`src/rtl/cont_mod_updown.sv`:
```
// Modulo-N up/down counter with clear/load, wrap or saturate, sticky overflow
// flag and a zero-latency terminal count for building cascaded counter chains.
module cont_mod_updown #(
  parameter int unsigned     WIDTH    = 8,
  parameter longint unsigned MODULUS  = 200,
  parameter bit              SATURATE = 1'b0
) (
  input  logic             clk,
  input  logic             reset_n,
  input  logic             clear,
  input  logic             load,
  input  logic [WIDTH-1:0] load_value,
  input  logic             enable,
  input  logic             up_dn,
  output logic [WIDTH-1:0] Q,
  output logic             TC,
  output logic             ovf
);

  // Computed in 64 bits so MODULUS = 2**WIDTH (WIDTH up to 32) cannot overflow.
  localparam logic [WIDTH-1:0] TOP = WIDTH'(MODULUS - 64'd1);

  logic at_top;
  logic at_bottom;

  function automatic logic [WIDTH-1:0] clamp_load(input logic [WIDTH-1:0] v);
    return (v > TOP) ? TOP : v;
  endfunction

  function automatic logic [WIDTH-1:0] step_up(input logic [WIDTH-1:0] v);
    if (v == TOP)
      return SATURATE ? v : '0;
    return v + WIDTH'(1);
  endfunction

  function automatic logic [WIDTH-1:0] step_down(input logic [WIDTH-1:0] v);
    if (v == '0)
      return SATURATE ? v : TOP;
    return v - WIDTH'(1);
  endfunction

  assign at_top    = (Q == TOP);
  assign at_bottom = (Q == '0);

  // Deliberately not gated by clear/load so a chain stays purely combinational.
  assign TC = enable & ((up_dn & at_top) | (~up_dn & at_bottom));

  always_ff @(posedge clk or negedge reset_n) begin
    if (!reset_n) begin
      Q   <= '0;
      ovf <= 1'b0;
    end else if (clear) begin
      Q   <= '0;
      ovf <= 1'b0;
    end else if (load) begin
      Q <= clamp_load(load_value);
    end else if (enable) begin
      if (up_dn) begin
        Q <= step_up(Q);
        if (at_top)
          ovf <= 1'b1;
      end else begin
        Q <= step_down(Q);
        if (at_bottom)
          ovf <= 1'b1;
      end
    end
  end

endmodule

```
`config.mk`:
```
export PLATFORM = sky130hd
export DESIGN_NAME = cont_mod_updown
export DESIGN_NICKNAME = d
export VERILOG_FILES = /design/src/rtl/cont_mod_updown.sv
export SDC_FILE = /design/constraint.sdc
export NUM_CORES = 1
export LEC_CHECK = 0
export ABC_AREA = 1
export ABC_CLOCK_PERIOD_IN_PS = 1850
export CAP_MARGIN = 40
export CORE_MARGIN = 2
export CORE_UTILIZATION = 48
export DETAILED_ROUTE_END_ITERATION = 12
export MAX_ROUTING_LAYER = met4
export PLACE_DENSITY = 0.75
export REMOVE_ABC_BUFFERS = 1
export SYNTH_ARGS = -nofsm -noshare
export SYNTH_HDL_FRONTEND = slang
export SYNTH_SLANG_ARGS = --single-unit
```
`constraint.sdc`:
```
create_clock -name clk -period 1.85 [get_ports clk]
set_input_delay 0.185 -clock clk [delete_from_list [all_inputs] [get_ports clk]]
set_output_delay 0.185 -clock clk [all_outputs]
set_load 0.05 [all_outputs]
```
### Word level (Yosys, flattened, before mapping)

Cells that the tools add are included.

* add/sub/neg operators: 2
* magnitude comparators: 1
* equal/unequal tests: 3
* multiplexer cells: 25
* bitwise logic cells: 5
* reductions and logical operators: 5

Operators by type and width (number)
* $mux W8: 9
* $mux W1: 16
* $add A8 B1 Y8 const B: 1
* $eq A8 B8 Y1 const B: 1
* $gt A8 B8 Y1 const B: 1
* $logic_not A8 Y1: 1
* $sub A8 B1 Y8 const B: 1
* $reduce_bool A3 Y1: 2
* $reduce_and A4 Y1: 1
* $and A1 B1 Y1: 3
* $ne A3 B2 Y1 const B: 1
* $ne A2 B2 Y1 const B: 1
* $reduce_bool A2 Y1: 1
* $not A1 Y1: 1
* $or A1 B1 Y1: 1

* bits in registers: 9
* input bits: 14
* output and inout port bits: 10
* logic and storage cells: 43

### Longest topological paths before layout

Gate-level depths: netlist of the first run.

* depth after elaboration: 11
* gate-level depth with buffers: 11

### Worst setup path before layout of the first run

Ideal clock, no wire load.

* kind: flip-flop to output port
* start: register Q[0]
* end: output TC
* data arrival time: 2.009 ns
* data required time: 1.665 ns
* setup slack: -0.344 ns
* stages on the path, launching flop included: 9
* path buffers: 0
* path through: dfrtp_1 > inv_1 > ha_1 > nand3_1 > nor2_2 > nand2_1 > nand2_2 > inv_2 > nor2_1

* longest elaborated chain between the ends: 4
* elaborated cells between the ends (all ways): 6
* classes of those cells: eq/ne: 1; bitwise: 4; reduce/logical: 1

RTL lines
* start: declaration: RTL line 15 `output logic [WIDTH-1:0] Q,`
* start signal: assignment: RTL line 56 `Q <= clamp_load(load_value);`
* start signal: assignment: RTL line 59 `Q <= step_up(Q);`
* start signal: assignment: RTL line 63 `Q <= step_down(Q);`
* $eq A8 B8 Y1 or $logic_not A8 Y1 (tied branches): RTL line 42, 43
* $and A1 B1 Y1: RTL line 46 `assign TC = enable & ((up_dn & at_top) | (~up_dn & at_bottom));`
* $or A1 B1 Y1 *: RTL line 46
* $and A1 B1 Y1 *: RTL line 46
* end: declaration: RTL line 16 `output logic TC,`

Mark *: on every way between the ends. The rest lies on a longest branch, timed or not.

### Worst setup path in the final report of the first run

Ends and elaborated chain as after synthesis.

==> run metrics, run 1 <==
final antenna-violating net count 0; worst vdd ir approximately 0.0004 V; std cell rows 15; synthesized area roughly 930 um^2; adder-cell share of the synthesized area 0.0404; Synth Flop Type dfrtp_1; largest net degree at the start of global routing 15; max-cap check violation count 0; clk sinks 9; DRC violations left 0; final worst-path cycle share 0.991; CP required between 1.5 and 2 ns; Slew Limit Fails 0; static leakage 0.658 nW; fmax approximately 550 MHz; ant diodes 0; commonest cells after routing, fill and taps aside 52 x nand2_1, 23 x nor2_1, 18 x clkdlybuf4s50_1; critical path arrival 1.65 ns; Routability Congestion 0.929; CP Launch Type flop; vias in the first global route between 1000 and 1500; Cell variety after synth 19; Die H 48.0 um; Synth Instances approximately 160; wire length per cell 12.6 um; Seq/Total Area, Yosys 0.243; Max Root-Sink Buffers 2; compound-cell area share of the yosys netlist 0.109; largest fanout on the critical path 4; Post-Route Utilization 0.741; io pins 24; largest family of logic cells by synthesized area simple AND/OR/NAND/NOR gates; initial antenna violation count 0; commonest non-fill, non-tap cell in the layout nand2_1; fin crit period between 1.5 and 2 ns; fraction of final layout cells sized beyond drive strength 1 0.206; die footprint 0.00230 mm^2; CTS root buffer clkbuf_4; Initial Util 0.526; die width 48.0 um; multiplexer area fraction after synthesis 0; GRT Total Usage 0.295; Crit. End Element output port; RSZ-0062 raised after global routing yes; FF+latch count, synth 9; Via Count 1144; worst min-delay path class in2async; Yosys warnings 0; Synth Area in XOR/XNOR 0.00943; Finished Layout Cells 219; hpwl dp between 2 and 2.5 mm; max_slew headroom 0.665; WS Path Type reg2out; htree depth 1; core box area 0.00176 mm^2; Synth Area in Simple Gates 0.485; NumNets Final approximately 210; Layout fillers roughly 160; Overflow after GRT 0; Avg Cell Area, Syn 5.84 um^2; Pwr Density a little over 600 mW/mm^2; DRT Pass-1 Iters 4; placed cells slightly above 200; Layout area overhead 40.8%; Synth async-reset ratio 1.00; Reg clk slew, reported paths ~0.07 ns; Worst-Skew Late Latency 0.28 ns; outcome completed; CTS Buf Count 3; final WL between 2 and 3 mm; Slew @ Worst Pin 0.501 ns; vias per cell about 5.2; first-pass GRT wire length roughly 4.5 mm; PortBufs 23; Finish-stage setup viols 0; DR iter-0 viols 22; final hold viol count 0; EDFF count, synth 0; Worst Skew about 0.0053 ns; CTS tree built
-- kinds of logic (layout without fill, tap and decap cells) --
kind of cell               Yosys count  in the layout
and+or+nand+nor                    105            105
buffers and inverters               22             57
AOI/OAI and AO/OA                   19             19
DFF                                  9              9
adders and majority gates            3              3
xor gates and xnor gates             1              1
-- critical path: stages, from the launching register on --
cell	delay, ns
dfrtp_1	0.42
ha_2	0.21
nand2_2	0.06
inv_2	0.08
nand4_1	0.15
nand2_2	0.13
inv_2	0.06
nor2_4	0.11
buf_12	0.14
-- worst paths after layout --
kind | start | depth (start not counted) | slack (ns) | to
max in group asynchronous | reset_n | 1 | 1.31 | Q[7]
hold reg to reg | ovf | 2 | 0.53 | ovf
setup / recovery | Q[0] | 8 | 0.02 | TC
min in group clk | ovf | 2 | 0.53 | ovf
hold / removal | reset_n | 1 | 0.22 | Q[1]
setup reg to reg | Q[0] | 12 | 0.25 | Q[6]
-- metal layers --
metal / GRT usage / routed length [um] / up-vias
met3: 0.0755 / 217 / 12
met4: 0.151 / 87 / 0
met1: 0.336 / 1150 / 506
met5: - / 0 / -
met2: 0.472 / 1300 / 55
li1: - / - / 571
-- state kept, by name, summed over array words and instances (netlist names) --
signal,count
Q,8
ovf,1
-- where the power goes --
| part | leakage [nW] | total [W] | switching [W] | internal (W) |
|---|---|---|---|---|
| sequential | 0.117 | 0.000247 | 0.0000331 | 0.000214 |
| clock | 0.0150 | 0.000168 | 0.0000846 | 0.0000838 |
| combinational | 0.526 | 0.000381 | 0.000231 | 0.000150 |
-- metrics by stage --
stage	total power, W	TNS [ns]	hold WS, ns	cell area [um^2]	setup WS, ns
after global routing	0.000850	-0.0710	0.231	1310	-0.0710
final	0.000797	0	0.218	1310	0.0167
after CTS	0.000789	0	0.232	1280	0.0220
after floorplan	0.000462	-0.364	-0.111	895	-0.364
after detailed placement	0.000585	0	0.512	1170	0.0448
after global placement	0.000576	0	0.511	1170	0.177
-- synthesized netlist by cell type (3+ instances only) --
library cell / n / area share
dfrtp_1: 9 / 0.24
ha_1: 3 / 0.040
o21ai_0: 6 / 0.032
inv_1: 17 / 0.069
o21ai_1: 3 / 0.016
a21oi_1: 8 / 0.043
nand2_1: 54 / 0.22
buf_6: 3 / 0.036
nor2_1: 24 / 0.097
nor2_2: 6 / 0.040
nand3_1: 16 / 0.086
-- layout make-up --
cell class	instances	area, um^2	share of cell area
inverters	19	71.3	0.0545
multi-input cells	128	636	0.486
well taps	25	31.3	0.0239
repair buffers	34	318	0.243
clock buffers	4	26.3	0.0201
flip-flops and latches	9	225	0.172
-- what timing repair did --
| item | 4_1_cts | 5_1_grt |
|---|---|---|
| gates cloned | 0 | 0 |
| pin swaps | 6 | 3 |
| hold endpoints to repair | 0 | 0 |
| buffers inserted | 6 | 3 |
| hold buffers | 0 | 0 |
| endpoints found under the setup margin | 1 | 2 |
| gates resized for setup | 11 | 2 |
(Power assumes the default switching activity.)
==> run 2, diff against run 1 <==
--- a/config.mk
+++ b/config.mk
@@ -6,7 +6,7 @@
 export NUM_CORES = 1
 export LEC_CHECK = 0
 export ABC_AREA = 1
-export ABC_CLOCK_PERIOD_IN_PS = 1850
+export ABC_CLOCK_PERIOD_IN_PS = 1880
 export CAP_MARGIN = 40
 export CORE_MARGIN = 2
 export CORE_UTILIZATION = 48
==> constraint.sdc (replaced) <==
create_clock -name clk -period 1.88 [get_ports clk]
set_input_delay 0.188 -clock clk [delete_from_list [all_inputs] [get_ports clk]]
set_output_delay 0.188 -clock clk [all_outputs]
set_load 0.05 [all_outputs]
==> run 2 against run 1 <==
Compared with the run above: sequential cell count unchanged; count of clock-buffer cells in the layout unchanged; critical path depth up 1; core utilization is 0.64 points higher; non-clock buffer count is 1 higher; design area rose by 0.86%; worst setup slack improved by 0.0035 ns; clock skew rose by 0.0025 ns; first-iteration DRC count up 73%; critical path type unchanged; critical endpoint unchanged; largest power group unchanged.
==> run metrics, run 2 (synthesized netlist as in run 1, its figures left out) <==
commonest cells after routing, fill and taps aside 52 x nand2_1, 23 x nor2_1, 21 x clkdlybuf4s50_1; vias per cell 5.21 (-0.28%); wire length per cell 12.6 um (+0.20%); die footprint 0.00230 mm^2 (unchanged); first-pass GRT wire length 4.19 mm (-6.0%); post-route setup slack 0.0202 ns (+0.00349 ns); CP Buf/Inv Count 3 (unchanged); fin crit period roughly 1.9 ns; Crit Reg-Reg Endpoint Q[7]; Worst Skew 0.00781 ns (+0.00255 ns); core box area 0.00176 mm^2 (unchanged); GRT Total Usage 0.279 (-0.0160); max-cap check violation count 0 (unchanged); Initial Util 0.526 (unchanged); DRT Pass-1 Iters 4 (unchanged); fraction of final layout cells sized beyond drive strength 1 0.200 (-0.00619); Pwr Density 597 mW/mm^2 (-2.0%); PortBufs 23 (unchanged); GRT met1 Usage 0.347 (+0.0105); die width 48.0 um (unchanged); met3 Usage GRT 0.0340 (-0.0415); CP Launch Type flop; Crit. End Element output port; io pins 24 (unchanged); Routability Congestion 0.941 (+1.2%); vias in the first global route 949 (-9.6%); Reg clk slew, reported paths 0.07 ns (about the same); cells on worst reg2reg path 12 (unchanged); Final TNS setup 0 ns (unchanged); clk sinks 9 (unchanged); htree depth 1 (unchanged); Layout area overhead 42.0%; commonest non-fill, non-tap cell in the layout nand2_1; Multi-input gate area 631 um^2 (-0.79%); Max Root-Sink Buffers 2 (unchanged); WS Path Type reg2out; Layout fillers 167 (+5.0%); NumNets Final 213 (+0.47%); Slew Limit Fails 0 (unchanged); Finished Cell Area 0.00132 mm^2 (+0.86%); Post-DP Area 0.00117 mm^2 (unchanged); ant diodes 0 (unchanged); final WL 2.77 mm (+0.65%); initial antenna violation count 0 (unchanged); CTS tree built; critical path arrival 1.67 ns (+0.02 ns); GR Layer Usage met2 0.456 (-0.0160); worst min-delay path class in2async; outcome completed; static leakage 0.652 nW (-0.88%); Slew @ Worst Pin 0.504 ns (+0.00264 ns); CP required 1.69 ns (+0.03 ns); CTS Buf Count 3 (unchanged); Worst-Skew Late Latency 0.28 ns (about the same); hpwl dp 1.99 mm (-2.1%); FF/Latch Area 226 um^2 (+0.56%); largest net degree at the start of global routing 15 (unchanged); biggest regs Q (8), ovf (1); CTS root buffer clkbuf_4; final antenna-violating net count 0 (unchanged); fmax about 540 MHz; critical path's top delay family simple AND/OR/NAND/NOR gates; Hold WS 0.225 ns (+0.00680 ns); Worst path slowest cell dfrtp_1; hold buffers post-CTS 0 (unchanged); worst vdd ir 0.000424 V (+4.9%); grt peak-use layer met2; Top reg by flops Q; Via Count 1146 (+0.17%); CP cell instances inv_2 > ha_4 > nand3_2 > nor2_2 > nand2_2 > nand2_2 > inv_2 > nor2_4 > buf_12; DR iter-0 viols 38 (+73%); Die H 48.0 um (unchanged); final hold viol count 0 (unchanged); max_slew headroom 0.664 (-0.00108); Setup WS pre-CTS 0.156 ns (+0.111 ns); Finish-stage setup viols 0 (unchanged); Design Power 0.000788 W (-1.2%); worst r2r src Q[1]; largest fanout on the critical path 4 (unchanged); DRC violations left 0 (unchanged); final worst-path cycle share 0.989; max reg flops 8 (unchanged); Overflow after GRT 0 (unchanged); Register-to-Register Setup Slack 0.22 ns (-0.03 ns); std cell rows 15 (unchanged); max incr delay on CP 0.43 ns (about the same)
-- run 2: changes by cell type in the layout (fill, tap and decap cells not counted) --
cell,before,now
nor2_4,3,2
nor2_2,5,6
dfrtp_2,0,1
dfrtp_1,9,8
buf_4,14,12
clkdlybuf4s50_1,18,21
-- run 2: per-stage QoR --
stage                      util  instances
after global placement    0.665        205
after detailed placement  0.665        205
final                     0.748        220
after CTS                 0.699        213
after floorplan               -        156
after global routing      0.748        220
-- run 2: power by group --
part           switching (W)  total (W)  internal [W]
registers          0.0000316   0.000242      0.000211
logic               0.000226   0.000378      0.000152
clock network      0.0000844   0.000167     0.0000823
total               0.000342   0.000788      0.000446
-- run 2: how the worst max path moves through the flow --
| stage | slack [ns] | cells past startpoint | start | end |
|---|---|---|---|---|
| floorplan | -0.34 | 7 | Q[1] | TC |
| finish | 0.02 | 9 | Q[1] | TC |
| detailed placement | 0.16 | 9 | Q[0] | TC |
| global placement | 0.18 | 9 | clear | Q[0] |
| CTS | 0.002 | 8 | Q[1] | TC |
| global route | -0.03 | 9 | Q[0] | TC |
-- run 2: routing by layer --
metal	vias up	wire length, um
li1	575	-
met1	516	1240
met2	50	1330
met3	5	162
met4	0	32
met5	-	0
-- run 2: repair_timing --
| action | 4_1_cts | 5_1_grt |
|---|---|---|
| setup endpoints to repair | 1 | 1 |
| setup buffers | 4 | 7 |
| pin swaps | 2 | 4 |
| gates cloned | 0 | 0 |
| hold endpoints to repair | 0 | 0 |
| resized for setup | 3 | 10 |
-- run 2: area by class of cell --
cell class	count	share of cell area
Clock buffer	4	0.0199
Inverter	19	0.0541
Multi-Input combinational cell	128	0.478
Sequential cell	9	0.172
Tap cell	25	0.0237
Timing Repair Buffer	35	0.252
